**src/rtl/elevator_pkg.sv**
```systemverilog
// ============================================================================
// elevator_pkg : shared constants, motion encodings and FSM states
// Rev 1.0
// ============================================================================
`default_nettype none

package elevator_pkg;

  localparam int NUM_FLOORS = 5;

  localparam logic [1:0] UD_STOP = 2'b00;
  localparam logic [1:0] UD_UP   = 2'b01;
  localparam logic [1:0] UD_DOWN = 2'b10;

  typedef enum logic [2:0] {
    ST_IDLE      = 3'd0,
    ST_MOVE_UP   = 3'd1,
    ST_MOVE_DOWN = 3'd2,
    ST_OPENING   = 3'd3,
    ST_DWELL     = 3'd4,
    ST_CLOSING   = 3'd5,
    ST_FAULT     = 3'd6
  } state_t;

  // SCAN choice: keep the preferred direction while work lies that way,
  // otherwise turn around, otherwise go idle.
  function automatic state_t pick_dir(input logic pref_up, input logic up, input logic down);
    if (pref_up) return up ? ST_MOVE_UP : (down ? ST_MOVE_DOWN : ST_IDLE);
    else         return down ? ST_MOVE_DOWN : (up ? ST_MOVE_UP : ST_IDLE);
  endfunction

  function automatic logic [1:0] ud_of(input state_t st);
    case (st)
      ST_MOVE_UP:   return UD_UP;
      ST_MOVE_DOWN: return UD_DOWN;
      default:      return UD_STOP;
    endcase
  endfunction

endpackage

`default_nettype wire

```
**src/rtl/elevator_call_latch.sv**
```systemverilog
// ============================================================================
// elevator_call_latch : pending-call register plus at/above/below request flags
// Rev 1.0
// ============================================================================
`default_nettype none

module elevator_call_latch #(
  parameter int NUM_FLOORS = elevator_pkg::NUM_FLOORS
) (
  input  logic                  clk,
  input  logic                  rst,
  input  logic [NUM_FLOORS-1:0] i_call,
  input  logic [2:0]            i_floor,
  input  logic                  i_clear_at,
  output logic [NUM_FLOORS-1:0] o_pending,
  output logic                  o_at,
  output logic                  o_up,
  output logic                  o_down,
  output logic                  o_call_at
);

  logic [NUM_FLOORS-1:0] r_pending;
  logic [NUM_FLOORS-1:0] w_eff;
  logic [NUM_FLOORS-1:0] w_onehot;
  logic [NUM_FLOORS-1:0] w_above;
  logic [NUM_FLOORS-1:0] w_below;

  for (genvar i = 0; i < NUM_FLOORS; i++) begin : g_floor
    localparam logic [2:0] c_floor_num = 3'(i + 1);
    assign w_onehot[i] = (i_floor == c_floor_num);
    assign w_above[i]  = (i_floor <  c_floor_num);
    assign w_below[i]  = (i_floor >  c_floor_num);
  end

  // Decisions see this cycle's calls too, so a call gets a response one edge later.
  assign w_eff     = r_pending | i_call;
  assign o_at      = |(w_eff & w_onehot);
  assign o_up      = |(w_eff & w_above);
  assign o_down    = |(w_eff & w_below);
  assign o_call_at = |(i_call & w_onehot);
  assign o_pending = r_pending;

  always_ff @(posedge clk) begin
    if (rst) begin
      r_pending <= '0;
    end else begin
      r_pending <= w_eff & ~(w_onehot & {NUM_FLOORS{i_clear_at}});
    end
  end

endmodule

`default_nettype wire

```
**src/rtl/elevator_dispatcher.sv**
```systemverilog
// ============================================================================
// elevator_dispatcher : SCAN elevator controller with door dwell and fault trap
// Rev 1.0
// ============================================================================
`default_nettype none

module elevator_dispatcher #(
  parameter int NUM_FLOORS   = elevator_pkg::NUM_FLOORS,
  parameter int DWELL_CYCLES = 4
) (
  input  logic                  clk,
  input  logic                  rst,
  input  logic [NUM_FLOORS-1:0] call_req,
  input  logic [2:0]            floor,
  input  logic                  door,
  output logic                  door_open,
  output logic [1:0]            updown,
  output logic [NUM_FLOORS-1:0] pending,
  output logic                  fault
);

  import elevator_pkg::*;

  localparam int             CW           = (DWELL_CYCLES > 1) ? $clog2(DWELL_CYCLES) : 1;
  localparam logic [CW-1:0]  c_dwell_last = CW'(DWELL_CYCLES - 1);

  state_t        r_state;
  logic [1:0]    r_updown;
  logic          r_door_open;
  logic          r_fault;
  logic          r_dir_up;
  logic [CW-1:0] r_cnt;

  logic   w_at;
  logic   w_up;
  logic   w_down;
  logic   w_call_at;
  logic   w_clear_at;
  logic   w_floor_ok;
  logic   w_pref_up;
  state_t w_scan;

  assign w_clear_at = ((r_state == ST_OPENING) && door) || (r_state == ST_DWELL);
  assign w_floor_ok = (floor != 3'd0) && (floor <= 3'(NUM_FLOORS));
  assign w_pref_up  = (r_state == ST_MOVE_DOWN) ? 1'b0 :
                      (r_state == ST_CLOSING)   ? r_dir_up : 1'b1;
  assign w_scan     = pick_dir(w_pref_up, w_up, w_down);

  elevator_call_latch #(
    .NUM_FLOORS (NUM_FLOORS)
  ) u_call_latch (
    .clk        (clk),
    .rst        (rst),
    .i_call     (call_req),
    .i_floor    (floor),
    .i_clear_at (w_clear_at),
    .o_pending  (pending),
    .o_at       (w_at),
    .o_up       (w_up),
    .o_down     (w_down),
    .o_call_at  (w_call_at)
  );

  always_ff @(posedge clk) begin
    if (rst) begin
      r_state     <= ST_IDLE;
      r_updown    <= UD_STOP;
      r_door_open <= 1'b0;
      r_fault     <= 1'b0;
      r_dir_up    <= 1'b1;
      r_cnt       <= '0;
    end else if (!w_floor_ok || (r_state == ST_FAULT)) begin
      r_state     <= ST_FAULT;
      r_updown    <= UD_STOP;
      r_door_open <= 1'b0;
      r_fault     <= 1'b1;
    end else begin
      case (r_state)
        ST_IDLE, ST_MOVE_UP, ST_MOVE_DOWN: begin
          if (w_at) begin
            r_state     <= ST_OPENING;
            r_updown    <= UD_STOP;
            r_door_open <= 1'b1;
          end else begin
            r_state  <= w_scan;
            r_updown <= ud_of(w_scan);
            if (w_scan == ST_MOVE_UP)   r_dir_up <= 1'b1;
            if (w_scan == ST_MOVE_DOWN) r_dir_up <= 1'b0;
          end
        end
        ST_OPENING: begin
          r_updown    <= UD_STOP;
          r_door_open <= 1'b1;
          if (door) begin
            r_state <= ST_DWELL;
            r_cnt   <= '0;
          end
        end
        ST_DWELL: begin
          if (w_call_at) begin
            r_cnt <= '0;
          end else if (r_cnt == c_dwell_last) begin
            r_state     <= ST_CLOSING;
            r_door_open <= 1'b0;
          end else begin
            r_cnt <= r_cnt + 1'b1;
          end
        end
        ST_CLOSING: begin
          // A call at this floor reopens even if the door already reports closed.
          if (w_at) begin
            r_state     <= ST_OPENING;
            r_door_open <= 1'b1;
          end else if (!door) begin
            r_state  <= w_scan;
            r_updown <= ud_of(w_scan);
            if (w_scan == ST_MOVE_UP)   r_dir_up <= 1'b1;
            if (w_scan == ST_MOVE_DOWN) r_dir_up <= 1'b0;
          end
        end
        default: begin
          r_state     <= ST_IDLE;
          r_updown    <= UD_STOP;
          r_door_open <= 1'b0;
        end
      endcase
    end
  end

  assign door_open = r_door_open;
  assign updown    = r_updown;
  assign fault     = r_fault;

endmodule

`default_nettype wire

```
**config.mk**
```make
export PLATFORM = sky130hd
export DESIGN_NAME = elevator_dispatcher
export DESIGN_NICKNAME = d
export VERILOG_FILES = /design/src/rtl/elevator_pkg.sv /design/src/rtl/elevator_call_latch.sv /design/src/rtl/elevator_dispatcher.sv
export SDC_FILE = /design/constraint.sdc
export NUM_CORES = 1
export LEC_CHECK = 0
export CORE_UTILIZATION = 48
export CTS_BUF_LIST = sky130_fd_sc_hd__clkbuf_8
export DETAILED_ROUTE_END_ITERATION = 12
export PLACE_DENSITY = 0.78
export SYNTH_ARGS = -nofsm -noshare
export SYNTH_HDL_FRONTEND = slang
export SYNTH_SLANG_ARGS = --single-unit
```
**constraint.sdc**
```tcl
create_clock -name clk -period 1.5 [get_ports clk]
set_input_delay 0.15 -clock clk [delete_from_list [all_inputs] [get_ports clk]]
set_output_delay 0.15 -clock clk [all_outputs]
set_load 0.01 [all_outputs]
```
# ---- Word level (Yosys, flattened, before mapping)
# Cells that the tools add are included.
dict set report op_classes {
  n_addsub 1
  muxes 34
  bitwise_logic 10
  eq_ne 27
  n_reduce_logical 22
  magnitude_cmp 11
}
# cell count
set op_table {}
lappend op_table {{AND 5 bit} 6}
lappend op_table {{two-way mux 3 bit} 7}
lappend op_table {{two-way mux 2 bit} 10}
lappend op_table {{OR reduction 5 bit} 4}
lappend op_table {{equality test 3 x 2 -> 1 bit (second input constant)} 5}
lappend op_table {{equality test 3 bit (second input constant)} 5}
lappend op_table {{one-hot mux 3 bit (4 select lines)} 1}
lappend op_table {{AND reduction 4 bit} 3}
lappend op_table {{two-way mux 1 bit} 11}
lappend op_table {{!= test 2 bit (second input constant)} 5}
lappend op_table {{equality test 3 x 1 -> 1 bit (second input constant)} 3}
lappend op_table {{!= test 3 x 2 -> 1 bit (second input constant)} 3}
lappend op_table {{one-hot mux 2 bit (2 select lines)} 2}
lappend op_table {{> comparator 3 x 2 -> 1 bit (second input constant)} 2}
lappend op_table {{> comparator 3 bit (second input constant)} 2}
lappend op_table {{less-than comparator 3 x 2 -> 1 bit (second input constant)} 2}
lappend op_table {{less-than comparator 3 bit (second input constant)} 2}
lappend op_table {{one-hot mux 2 bit (3 select lines)} 1}
lappend op_table {{AND reduction 3 bit} 2}
lappend op_table {{inverter 5 bit} 1}
lappend op_table {{bitwise OR 5 bit} 1}
lappend op_table {{AND reduction 5 bit} 1}
lappend op_table {{!= test 2 x 1 -> 1 bit (second input constant)} 2}
lappend op_table {{!= test 4 x 2 -> 1 bit (second input constant)} 1}
lappend op_table {{other kinds (19)} 23}
dict set report word_totals {
  inputBits 11
  elab_cells 113
  out_inout_bits 9
  register_bits 15
}

# ---- Longest topological paths before layout
dict set report logic_depth {
  depth_word 12
  mapped_depth 7
  depth_no_buf 5
}

# ---- By module
# A second synthesis with hierarchy kept.
dict set report unflattened {
  cells_unflattened 120
  area_unflattened_um2 1066.0
}
# mod cells_per_inst instances seq_area_each_um2 area_per_inst_um2
set modules_own_cells {}
lappend modules_own_cells {elevator_dispatcher 70 1 200.2 660.6}
lappend modules_own_cells {elevator_call_latch 50 1 100.1 405.4}

# ---- Worst setup path after synthesis
# OpenSTA, ideal clock, no wires.
dict set report synth_timing {
  kind {reg-to-reg}
  start {register u_call_latch.r_pending[1], in the netlist u_call_latch.o_pending[1]}
  end {register r_updown[0], in the netlist updown[0]}
  setup_ps 117
  slack_ps -102
  path_buffers 0
  path_stages_with_launch 6
  synth_period_minus_slack_ps 1602
  t_arrival_ps 1484
  path_cell_list {dfxtp_1 nor2_1 o32ai_2 or3_4 o211a_1 a32o_1}
}
dict set report synth_via {
  elab_chain_cells 11
  word_cells_on_any_way 21
}
# item line_no
set synth_lines {}
lappend synth_lines {{start, declared} elevator_call_latch.sv:22} ;# logic [NUM_FLOORS-1:0] r_pending;
lappend synth_lines {{start signal, assigned} elevator_call_latch.sv:47} ;# r_pending <= w_eff & ~(w_onehot & {NUM_FLOORS{i_clear_at}});
lappend synth_lines {{bitwise OR 5 bit *} elevator_call_latch.sv:36} ;# assign w_eff = r_pending | i_call;
lappend synth_lines {{AND 5 bit (on tied branches)} {elevator_call_latch.sv:38, elevator_call_latch.sv:39}}
lappend synth_lines {{OR reduction 5 bit (on tied branches)} {elevator_call_latch.sv:38, elevator_call_latch.sv:39}}
lappend synth_lines {{two-way mux 1 bit / two-way mux 2 bit (equally long branches)} {elevator_pkg.sv:29, elevator_pkg.sv:28}}
lappend synth_lines {{two-way mux 2 bit (on tied branches)} {elevator_pkg.sv:29, elevator_pkg.sv:28}}
lappend synth_lines {{two-way mux 2 bit} elevator_pkg.sv:28} ;# if (pref_up) return up ? ST_MOVE_UP : (down ? ST_MOVE_DOWN : ST_IDLE);
lappend synth_lines {{equality test 3 x 2 -> 1 bit / equality test 3 x 1 -> 1 bit (equally long branches)} elevator_pkg.sv:33} ;# case (st)
lappend synth_lines {{one-hot mux 2 bit (2 select lines)} elevator_pkg.sv:33}
lappend synth_lines {{two-way mux 2 bit} elevator_dispatcher.sv:114} ;# end else if (!door) begin
lappend synth_lines {{two-way mux 2 bit} elevator_dispatcher.sv:111} ;# if (w_at) begin
lappend synth_lines {{one-hot mux 2 bit (3 select lines)} elevator_dispatcher.sv:78} ;# case (r_state)
lappend synth_lines {{end signal, assigned} elevator_dispatcher.sv:86} ;# r_updown <= ud_of(w_scan);
lappend synth_lines {{end signal, assigned} elevator_dispatcher.sv:116} ;# r_updown <= ud_of(w_scan);
lappend synth_lines {{end, declared} elevator_dispatcher.sv:28} ;# logic [1:0] r_updown;
# Mark *: on every way between the ends. The rest lies on a longest branch, timed or not. The select of a mux whose other input is x is not followed.
# A chain may end at the register's enable or synchronous reset.

# ---- Worst setup path after layout
dict set report layout_timing {
  start {register r_state[2]}
  end {register r_cnt[1]}
}
dict set report layout_via {
  elab_chain_cells 4
  word_cells_on_any_way 10
}
# item line_no
set layout_lines {}
lappend layout_lines {{start, declared} elevator_dispatcher.sv:27} ;# state_t r_state;
lappend layout_lines {{start signal, assigned} elevator_dispatcher.sv:85} ;# r_state <= w_scan;
lappend layout_lines {{start signal, assigned} elevator_dispatcher.sv:115} ;# r_state <= w_scan;
lappend layout_lines {{branches (longest 4 deep; another with AND reduction 4 bit)} --}
lappend layout_lines {{end signal, assigned} elevator_dispatcher.sv:106} ;# r_cnt <= r_cnt + 1'b1;
lappend layout_lines {{end, declared} elevator_dispatcher.sv:32} ;# logic [CW-1:0] r_cnt;
# Parallel ways; which one is timed is not known.

==> qor.yml <==
setup_path:
  crit_family: "compound AO/OA/AOI/OAI gates"
  timing.critical_path.fanout_max: 6
  setup.worst_path.class: "register to register"
  crit_path_max_incr_delay_ns: 0.38
  worst_setup_path_start_kind: "register"
  number_of_buffers_and_inverters_on_the_critical_path: 1
  r2r-start: "r_state[2]"
  r2r-end: "r_cnt[1]"
  cp_cell_sequence: "buf_4, nor2b_1, nand3_1, a211oi_4, o21ai_1, a21oi_1"
  setup.reg_to_reg.worst_slack_ns: -0.17
  slowest_stage_cell_on_the_critical_path: "dfxtp_4"
  worstPathArrival_ns: 1.85
  reg2regPathDepth: 6
  required_time_at_the_worst_slack_endpoint_ns: 1.68
  timing.critical_path.to_type: "register"
  cp_launch_point: "r_state[2]"
die:
  io-pin-count: 20
  die_y_um: 49.2
  full_die_area_um2: 2420
  initial_core_util_pct: 52.9
  placeableCoreArea_um2: 2020
  die_width_um: 49.2
  fp-row-count: 16
global_route:
  initial_antenna_violation_count: 0
  grt_overflow: 0
  grt_pass1_wl_um: 6360
  first_global_vias: 1354
  global_route.usage.total_pct: 34.9
  grt_max_degree: 16
power:
  power.switching_fraction_pct: 36.9
  leakagePower_nw: 0.754
  combinationalPowerShare_pct: 46.0
  clock_power_share_pct: 22.0
  internal_power_mw: 0.996
  power.switching_mw: 0.581
  power_density_nw_per_um2: 879
  seqPwrFrac_pct: 32.0
  vdd_drop_max_mv: 0.834
finish:
  layout_cells_excl_fill: 216
  fraction_of_layout_cells_with_a_size_suffix_above_1_pct: 47.1
  areaGrowthSynthToFinish_pct: 67.8
  finish.net_count: 202
  antenna_cells_inserted: 0
synthesis:
  synth.lib_cells_used.distinct: 55
  synthesis.nets: 139
  synth_seq_area_share_pct: 28.1
  ys_top_cells_by_area: "dfxtp_1, a21oi_1, o21ai_0"
  netlist_area_before_placement_um2: 1070
  async_flop_share_pct: 0
  netlist_instances: 127
  synth-warning-count: 0
  synth-main-ff-cell: "dfxtp_1"
  synthesis.area_per_instance_um2: 8.42
  number_of_synthesized_flops_with_an_enable_pin: 0
  synth.largest_area_cell: "dfxtp_1"
  synth-seq-cells: 15
  yosys.area.top_type_share_pct: 28.1
clocking:
  cts-htree-levels: 1
  numCtsBuffers: 3
  tritoncts_clock_tree: "done"
  worst_skew_pair.late_latency_ns: 0.26
  clock_sink_count: 15
  clockBufferDepth: 2
  ctsRootBufferMaster: "clkbuf_8"
  hold_buffers: 0
  clkTransAtPathRegs_ns: 0.07
hold_path:
  whs_endpoint: "u_call_latch.o_pending[0]"
  worst_hold_startpoint: "call_req[0]"
  worst_hold_path_type: "input pin to register"
  hold_crit_depth: 4
drt:
  drt_iter0_drc: 110
  routed_via_density: 6.58
  antenna_left: 0
  drt-wirelength-per-cell_um: 22.9
  wirelength_um: 4940
  detail_route.first_pass.iterations: 4
  route.vias.total: 1421
  drc: 0
sta:
  maxSlewHeadroom_pct: 74.4
  final_cycle_utilization_of_the_critical_path_pct: 111
  max_slew.worst_pin.slew_ns: 0.383
  report.final.setup_viol: 9
  min_period_ns: 1.67
  max_freq_ghz: 0.600
  grt_setup_unrepaired: "true"
  fin_worst_hold_slack_ns: 0.430
  hold_violations: 0
  setup_slack_ns: -0.166
  skew_ns: 0.00132
  finalMaxSlewViolations: 0
flow_run:
  max_cap_violations: 0
run_status:
  violations: "negative setup slack"
  run_status: "finished, violations left"
placement:
  routabilityCongestion: 0.927
  placed_cells_incl_taps: 207
  pre_cts_ws_ns: -0.542
  dp.final_hpwl_um: 2630
  port-buffer-count: 19
## worst max-delay path by stage
stage                 endpoint  slack (ns)  cells after the start
floorplan            updown[0]      -0.005                      5
detailed placement   updown[0]       -0.54                      6
global placement    r_state[2]       -0.53                      8
CTS                  updown[0]       -0.07                      5
global route          r_cnt[1]       -0.17                      6
finish                r_cnt[1]       -0.17                      6
## area by class of cell
type,instances,area (um^2)
Timing Repair Buffer,66,536
Fill cell,100,226
Multi-Input combinational cell,100,851
Clock inverter,1,3.75
Sequential cell,15,315
Tap cell,27,33.8
Inverter,4,15.0
Clock buffer,3,41.3
## kinds of logic after synthesis
kind of cell	after synthesis	share of synthesized area, %
AO/OA/AOI/OAI	50	35.1
adder cells (fa/ha/maj)	1	1.17
buffers and inverters	12	6.32
flip-flops	15	28.1
multiplexers	3	2.81
AND/OR/NAND/NOR	46	26.6
## sequential cells by signal, summed over array words and instances (netlist names)
| register | cells |
|---|---|
| u_call_latch.o_pending | 5 |
| updown | 2 |
| door_open | 1 |
| fault | 1 |
| r_dir_up | 1 |
| r_cnt | 2 |
| r_state | 3 |
## routing by layer
| layer | up-vias | part of all wire, % | track usage (%) |
|---|---|---|---|
| met5 | - | 0 | 0 |
| met4 | 0 | 5.0 | 15.2 |
| met3 | 26 | 10 | 5.30 |
| met2 | 107 | 46 | 58.0 |
| met1 | 674 | 39 | 44.1 |
| li1 | 614 | - | - |
## cell usage after synthesis, drive strengths merged (2+ instances only)
library cell and number:
o2111ai 2, nor3 4, clkbuf 2, o211ai 2, o21ai 9, a22oi 2, dfxtp 15, o32ai 2
or3b 3, a211oi 6, nor4b 2, mux2i 3, buf 6, nand2 10, nor2b 2, inv 4
nor2 11, nand3 2, a21oi 12
## stage by stage
step / utilization, % / setup TNS (ns) / power, mW / instance area, um^2
finish: 88.8 / -0.632 / 1.58 / 1800
global route: 88.8 / -0.918 / 1.62 / 1800
CTS: 85.3 / -0.137 / 1.48 / 1730
detailed placement: 77.8 / -5.07 / 1.07 / 1570
global placement: 77.8 / -4.56 / 1.06 / 1570
floorplan: - / -0.00459 / 0.788 / 1090
## worst min-delay path: stages
cell and delay, ns:
dlymetal6s2s_1 0.16, nor2_4 0.13, buf_4 0.16, a311oi_1 0.05
## power groups by stage
stage               logic (mW)  clock network [mW]  registers [mW]
floorplan                0.305                   0           0.483
global placement         0.559                   0           0.497
detailed placement       0.573                   0           0.500
CTS                      0.642               0.342           0.494
global route             0.749               0.359           0.508
finish                   0.725               0.348           0.504
## cell usage in the layout (no fill, tap or decap), types with 2 or more instances in the layout
cell type         n
dfxtp_2           3
dlymetal6s2s_1    2
nand2_2           2
nor2_4            3
o21ai_1           2
clkbuf_2          2
dfxtp_4           3
nor2_1            7
o21ai_0           5
nand3_1           2
or3b_4            3
inv_1             5
clkdlybuf4s50_1  10
a211oi_4          2
clkbuf_8          3
o211ai_1          2
mux2i_1           3
a21oi_1          11
nand2_1           8
nor3_1            2
a211oi_1          3
buf_4            46
dfxtp_1           9
dlygate4sd2_1     5
o21ai_2           2
## what timing repair did
item | CTS | global route
pin swaps | 10 | 11
gates resized for setup | 30 | 21
buffers inserted | 4 | 1
endpoints found under the setup margin | 9 | 10
Power figures use the tool's default switching activity.
==> variant 1 (same settings) <==
`NUM_FLOORS`: 5 -> 4.
--- a/src/rtl/elevator_pkg.sv
+++ b/src/rtl/elevator_pkg.sv
@@ -6,7 +6,7 @@
 
 package elevator_pkg;
 
-  localparam int NUM_FLOORS = 5;
+  localparam int NUM_FLOORS = 4;
 
   localparam logic [1:0] UD_STOP = 2'b00;
   localparam logic [1:0] UD_UP   = 2'b01;
Ports: changed (resized call_req and pending); port bits go from 20 to 18. No check against the original RTL was run, so the function may have changed too.
==> variant 1 against the unedited design <==
The run still ends with setup timing left. Critical path depth is 1 lower. Fmax grew 5.6%. Design area is 9.6% lower. Total power decreased by 14%. Combinational power is 20% lower. Worst setup slack gained 0.088 ns. Sequential cell count fell by 1. Synthesized cell count shrank 8.7%. Area after synthesis fell by 11%. Routed wire length shrank 20%. Critical path type unchanged. Largest cell class unchanged. Largest power group unchanged. Highest routed layer unchanged.
==> variant 1: results (changes against the unedited design) <==
[place] worst slack after detailed placement -0.588 ns [-0.0462 ns]
[sta] slew at the pin closest to its max-slew limit 0.399 ns [+0.0155 ns]
[run_status] status finished with violations
[power] leakage power 0.660 nW [-12%]
[run_status] failing checks setup timing
[routing] initial detailed-routing violation count 66 [-40%]
[finish] number of flip-flops under the largest register name 4 [-1]
[sta] worst hold margin 0.479 ns [+0.0485 ns]
[finish] net count of the finished layout 182 [-9.9%]
[sta] clock skew 0.00640 ns [+0.00508 ns]
[sta] setup ws final -0.0772 ns [+0.0883 ns]
[global_route] vias in the first global route 1037 [-23%]
[min_path] hold worst-path end u_call_latch.o_pending[1]$_SDFF_PP0_
[place] count of input and output buffers 17 [-2]
[finish] number of filler cells placed in the layout 61 [-39%]
[global_route] largest net degree at the start of global routing 10 [-6]
[routing] DR WL/cell 20.5 µm [-10%]
[sta] Setup TNS Final -0.163 ns [+0.469 ns]
[place] final RePlAce weighted congestion 1.03 [+11%]
[critical_path] end of the worst register-to-register path r_state[2]$_SDFFE_PP0P_
[min_path] worst hold path startpoint call_req[1]
[min_path] class of the tightest hold or removal check input port to flop
[power] Max rail drop VDD 0.800 mV [-4.1%]
[sta] Setup Viol. Count Final 3 [-6]
[clock_tree] H-tree level count 1 [unchanged]
[synthesis] synthesized net count 129 [-7.2%]
[critical_path] critical path arrival 1.73 ns [-0.12 ns]
[global_route] overall global routing resource usage 33.9% [-0.98 points]
[synthesis] largest cells by area after synthesis dfxtp_1 30%, nor2_1 4.7%, ha_1 4.0%, o2bb2ai_1 3.7%, a31oi_1 3.3%
[synthesis] sequential element share of the synthesized area 29.6% [+1.5 points]
[critical_path] worst stage delay on the critical path 0.31 ns [-0.07 ns]
[synthesis] distinct cell type count of the synthesized netlist 44 [-20%]
[routing] average via count per standard cell 6.41 [-2.6%]
[finish] ratio of cells with drive above 1 in the final layout 43.7% [-3.4 points]
variant 1: cells by family (layout without fill, tap and decap cells):
| logic type | after synthesis | after routing | share of synthesized area, % |
|---|---|---|---|
| and+or+nand+nor | 46 | 46 | 27.7 |
| AOI/OAI and AO/OA | 42 | 42 | 33.4 |
| DFF | 14 | 14 | 29.6 |
| buffers and inverters | 11 | 62 | 5.41 |
| adders and majority gates | 3 | 3 | 3.96 |
variant 1: worst max-delay path by stage:
stage | end | depth (start not counted)
CTS | door_open$_SDFFE_PP0P_ | 5
detailed placement | r_cnt[1]$_SDFFE_PP0P_ | 9
floorplan | r_state[2]$_SDFFE_PP0P_ | 6
global route | r_state[2]$_SDFFE_PP0P_ | 5
finish | r_state[2]$_SDFFE_PP0P_ | 5
global placement | door_open$_SDFFE_PP0P_ | 8
variant 1: worst max-delay path, delay by kind of cell, from the launching register on:
family | cells | cell delay, ns
and+or+nand+nor | 2 | 0.51
AOI/OAI and AO/OA | 3 | 0.66
DFF | 1 | 0.31
variant 1: stage by stage:
step / std cells / area (µm²) / power (mW)
finish: 192 / 1620 / 1.35
global route: 192 / 1620 / 1.40
CTS: 188 / 1450 / 1.20
global placement: 180 / 1330 / 0.843
detailed placement: 180 / 1330 / 0.852
floorplan: 116 / 950 / 0.658
variant 1: layout make-up:
type                    instances  share of cell area (%)
flip-flops and latches         14                    17.8
well taps                      25                    1.93
multi-input cells              91                    49.3
repair buffers                 53                    26.9
inverters                       6                    1.54
clock buffers                   3                    2.54
variant 1: power by group:
group,internal (mW),switching [mW]
combinational,0.288,0.292
sequential,0.410,0.0444
clock,0.178,0.138
total,0.876,0.474
variant 1: routing by layer:
| metal | up-vias | share of wire [%] | global-route usage [%] |
|---|---|---|---|
| met4 | 0 | 3.0 | 20.6 |
| li1 | 541 | - | - |
| met3 | 20 | 10 | 7.06 |
| met5 | - | 0 | 0 |
| met1 | 580 | 40 | 45.9 |
| met2 | 89 | 46 | 48.3 |
variant 1: timing repair:
item	in CTS	in global routing
pin swaps	13	16
setup buffers	5	5
hold buffers	0	0
hold endpoints to repair	0	0
setup endpoints to repair	9	10
resized for setup	16	31
==> variant 2 (same flow settings) <==
Without the edit above. Register the inputs `call_req`, `floor` and `door` before use, cleared by the reset. The logic sees them one clock later.
--- a/src/rtl/elevator_dispatcher.sv
+++ b/src/rtl/elevator_dispatcher.sv
@@ -24,6 +24,22 @@
   localparam int             CW           = (DWELL_CYCLES > 1) ? $clog2(DWELL_CYCLES) : 1;
   localparam logic [CW-1:0]  c_dwell_last = CW'(DWELL_CYCLES - 1);
 
+  logic [NUM_FLOORS-1:0] call_req_q;
+  logic [2:0] floor_q;
+  logic door_q;
+
+  always_ff @(posedge clk) begin
+    if (rst) begin
+      call_req_q <= '0;
+      floor_q    <= '0;
+      door_q     <= '0;
+    end else begin
+      call_req_q <= call_req;
+      floor_q    <= floor;
+      door_q     <= door;
+    end
+  end
+
   state_t        r_state;
   logic [1:0]    r_updown;
   logic          r_door_open;
@@ -40,8 +56,8 @@
   logic   w_pref_up;
   state_t w_scan;
 
-  assign w_clear_at = ((r_state == ST_OPENING) && door) || (r_state == ST_DWELL);
-  assign w_floor_ok = (floor != 3'd0) && (floor <= 3'(NUM_FLOORS));
+  assign w_clear_at = ((r_state == ST_OPENING) && door_q) || (r_state == ST_DWELL);
+  assign w_floor_ok = (floor_q != 3'd0) && (floor_q <= 3'(NUM_FLOORS));
   assign w_pref_up  = (r_state == ST_MOVE_DOWN) ? 1'b0 :
                       (r_state == ST_CLOSING)   ? r_dir_up : 1'b1;
   assign w_scan     = pick_dir(w_pref_up, w_up, w_down);
@@ -51,8 +67,8 @@
   ) u_call_latch (
     .clk        (clk),
     .rst        (rst),
-    .i_call     (call_req),
-    .i_floor    (floor),
+    .i_call     (call_req_q),
+    .i_floor    (floor_q),
     .i_clear_at (w_clear_at),
     .o_pending  (pending),
     .o_at       (w_at),
@@ -91,7 +107,7 @@
         ST_OPENING: begin
           r_updown    <= UD_STOP;
           r_door_open <= 1'b1;
-          if (door) begin
+          if (door_q) begin
             r_state <= ST_DWELL;
             r_cnt   <= '0;
           end
@@ -111,7 +127,7 @@
           if (w_at) begin
             r_state     <= ST_OPENING;
             r_door_open <= 1'b1;
-          end else if (!door) begin
+          end else if (!door_q) begin
             r_state  <= w_scan;
             r_updown <= ud_of(w_scan);
             if (w_scan == ST_MOVE_UP)   r_dir_up <= 1'b1;
Formal check against the unedited RTL: not equivalent (Yosys sat finds a counterexample within 4 cycles, from zero or initial values and one cycle with rst high).
==> variant 2 against the unedited design <==
The run still ends with setup timing left. Total power is 14% higher. Worst setup slack worse by 0.036 ns. First-iteration DRC count fell by 61%. Sequential cell count increased by 9. Area after synthesis is 20% higher. Core utilization decreased by 11 points. Design area rose by 8.9%. Non-clock buffer count shrank 3. Routed wire length decreased by 20%. Largest power group is now registers. Highest routed layer unchanged.
==> variant 2: results (changes against the unedited design) <==
[place] count of input and output buffers 19 [unchanged]
[clock_tree] clock latency of the later-clocked register in the worst-skew pair 0.28 ns [+0.02 ns]
[global_route] first-pass GRT wire length 6390 µm [+0.44%]
[critical_path] Worst Setup EP r_dir_up$_SDFFE_PP1P_
[sta] Worst slew margin 66.4% [-8.0 points]
[sta] clock skew 0.00245 ns [+0.00113 ns]
[routing] DR WL/cell 16.8 µm [-27%]
[global_route] overall global routing resource usage 31.2% [-3.7 points]
[synthesis] distinct cell type count of the synthesized netlist 52 [-5.5%]
[global_route] met2 Usage GRT 52.7% [-5.3 points]
[synthesis] sequential element share of the synthesized area 37.5% [+9.4 points]
[critical_path] worst r2r path cells 5 [-1]
[place] worst slack after detailed placement -0.213 ns [+0.329 ns]
[synthesis] fraction of synthesis flops using an asynchronous set or reset pin 0% [unchanged]
[critical_path] Worst Setup SP u_call_latch.o_pending[3]$_SDFF_PP0_
[global_route] GR Util met3 4.24% [-1.1 points]
[global_route] antenna violations before repair 0 [unchanged]
[critical_path] critical path arrival 1.87 ns [+0.02 ns]
[power] leakage power 0.800 nW [+6.2%]
[finish] net count of the finished layout 219 [+8.4%]
[finish] ratio of cells with drive above 1 in the final layout 35.0% [-12 points]
[run_status] failing checks setup timing
[finish] number of filler cells placed in the layout 157 [+57%]
[synthesis] synthesized net count 158 [+14%]
[run_status] status finished with violations
[sta] setup ws final -0.201 ns [-0.0358 ns]
[synthesis] YS warnings 0 [unchanged]
[place] final RePlAce weighted congestion 0.933 [+0.64%]
[global_route] met1 track utilization from global routing 38.5% [-5.6 points]
[global_route] vias in the first global route 1373 [+1.4%]
[sta] Setup Viol. Count Final 9 [unchanged]
[synthesis] Post-synth top cells 24 x dfxtp_1, 12 x nor2b_1, 10 x nor2_1, 8 x inv_1, 6 x nand2_1
[place] estimated wirelength of the detail-placed design 2770 µm [+5.4%]
[routing] initial detailed-routing violation count 43 [-61%]
[critical_path] highest fanout seen on the critical path 5 [-1]
[synthesis] largest cells by area after synthesis dfxtp_1 37%, nor2b_1 5.9%, nor2_1 2.9%, nand2b_1 2.4%, a211oi_1 2.3%
[critical_path] end of the worst register-to-register path r_dir_up$_SDFFE_PP1P_
[routing] total via count in the routed design 1427 [+0.42%]
[global_route] largest net degree at the start of global routing 14 [-2]
[clock_tree] CTS clk-pin slew, worst paths 0.09 ns [+0.02 ns]
[power] Max rail drop VDD 0.770 mV [-7.7%]
-- variant 2: kinds of logic after synthesis --
family	share of synthesized area, %
AND/OR/NAND/NOR	27.3
adder cells (fa/ha/maj)	0.975
flip-flops	37.5
AO/OA/AOI/OAI	27.5
buffers and inverters	5.17
multiplexers	1.56
-- variant 2: per-layer routing --
layer,part of all wire [%],vias up
met1,42,681
li1,-,670
met4,3.2,0
met2,49,59
met5,0,-
met3,6.1,17
-- variant 2: stage by stage --
| stage | cell area, µm² | std cells | util (%) | TNS (ns) | total power [mW] |
|---|---|---|---|---|---|
| floorplan | 1320 | 146 | - | -0.206 | 1.02 |
| global placement | 1800 | 228 | 72.0 | -0.790 | 1.27 |
| CTS | 1930 | 236 | 77.1 | -1.37 | 1.76 |
| finish | 1950 | 236 | 78.2 | -1.40 | 1.80 |
| global route | 1950 | 236 | 78.2 | -2.10 | 1.87 |
| detailed placement | 1800 | 228 | 72.0 | -1.23 | 1.29 |
-- variant 2: worst min-delay path by stage --
stage / startpoint / endpoint / slack, ns / depth (start not counted)
global placement: fault$_SDFFE_PP0P_ / fault$_SDFFE_PP0P_ / 0.44 / 2
finish: floor[1] / floor_q[1]$_SDFF_PP0_ / 0.42 / 2
global route: floor[1] / floor_q[1]$_SDFF_PP0_ / 0.42 / 2
detailed placement: fault$_SDFFE_PP0P_ / fault$_SDFFE_PP0P_ / 0.45 / 2
floorplan: floor[0] / floor_q[0]$_SDFF_PP0_ / 0.28 / 1
CTS: floor[1] / floor_q[1]$_SDFF_PP0_ / 0.42 / 2
-- variant 2: worst max-delay path: stages (launching register included) --
cell and delay [ns]:
dfxtp_2 0.33, or2_4 0.24, a32o_2 0.30, nor3_4 0.28
nand4_1 0.14, a221o_1 0.31
-- variant 2: cell type report --
type                       count  area [µm²]  area share (%)
multi-input combinational    107         807            41.3
timing repair buffer          63         532            27.2
sequential                    24         493            25.2
clock buffer                   4        55.1            2.82
tap                           30        37.5            1.92
inverter                       8        30.0            1.54
-- variant 2: where the power goes --
part	switching [mW]	total (mW)	internal, mW
clock	0.226	0.461	0.235
combinational	0.290	0.608	0.318
sequential	0.0448	0.732	0.687
total	0.560	1.80	1.24
-- variant 2: repair_timing --
action / CTS / global route
endpoints found under the setup margin: 9 / 9
pin swaps: 6 / 8
gates cloned: 0 / 0
buffers inserted: 4 / 0
resized for setup: 13 / 6
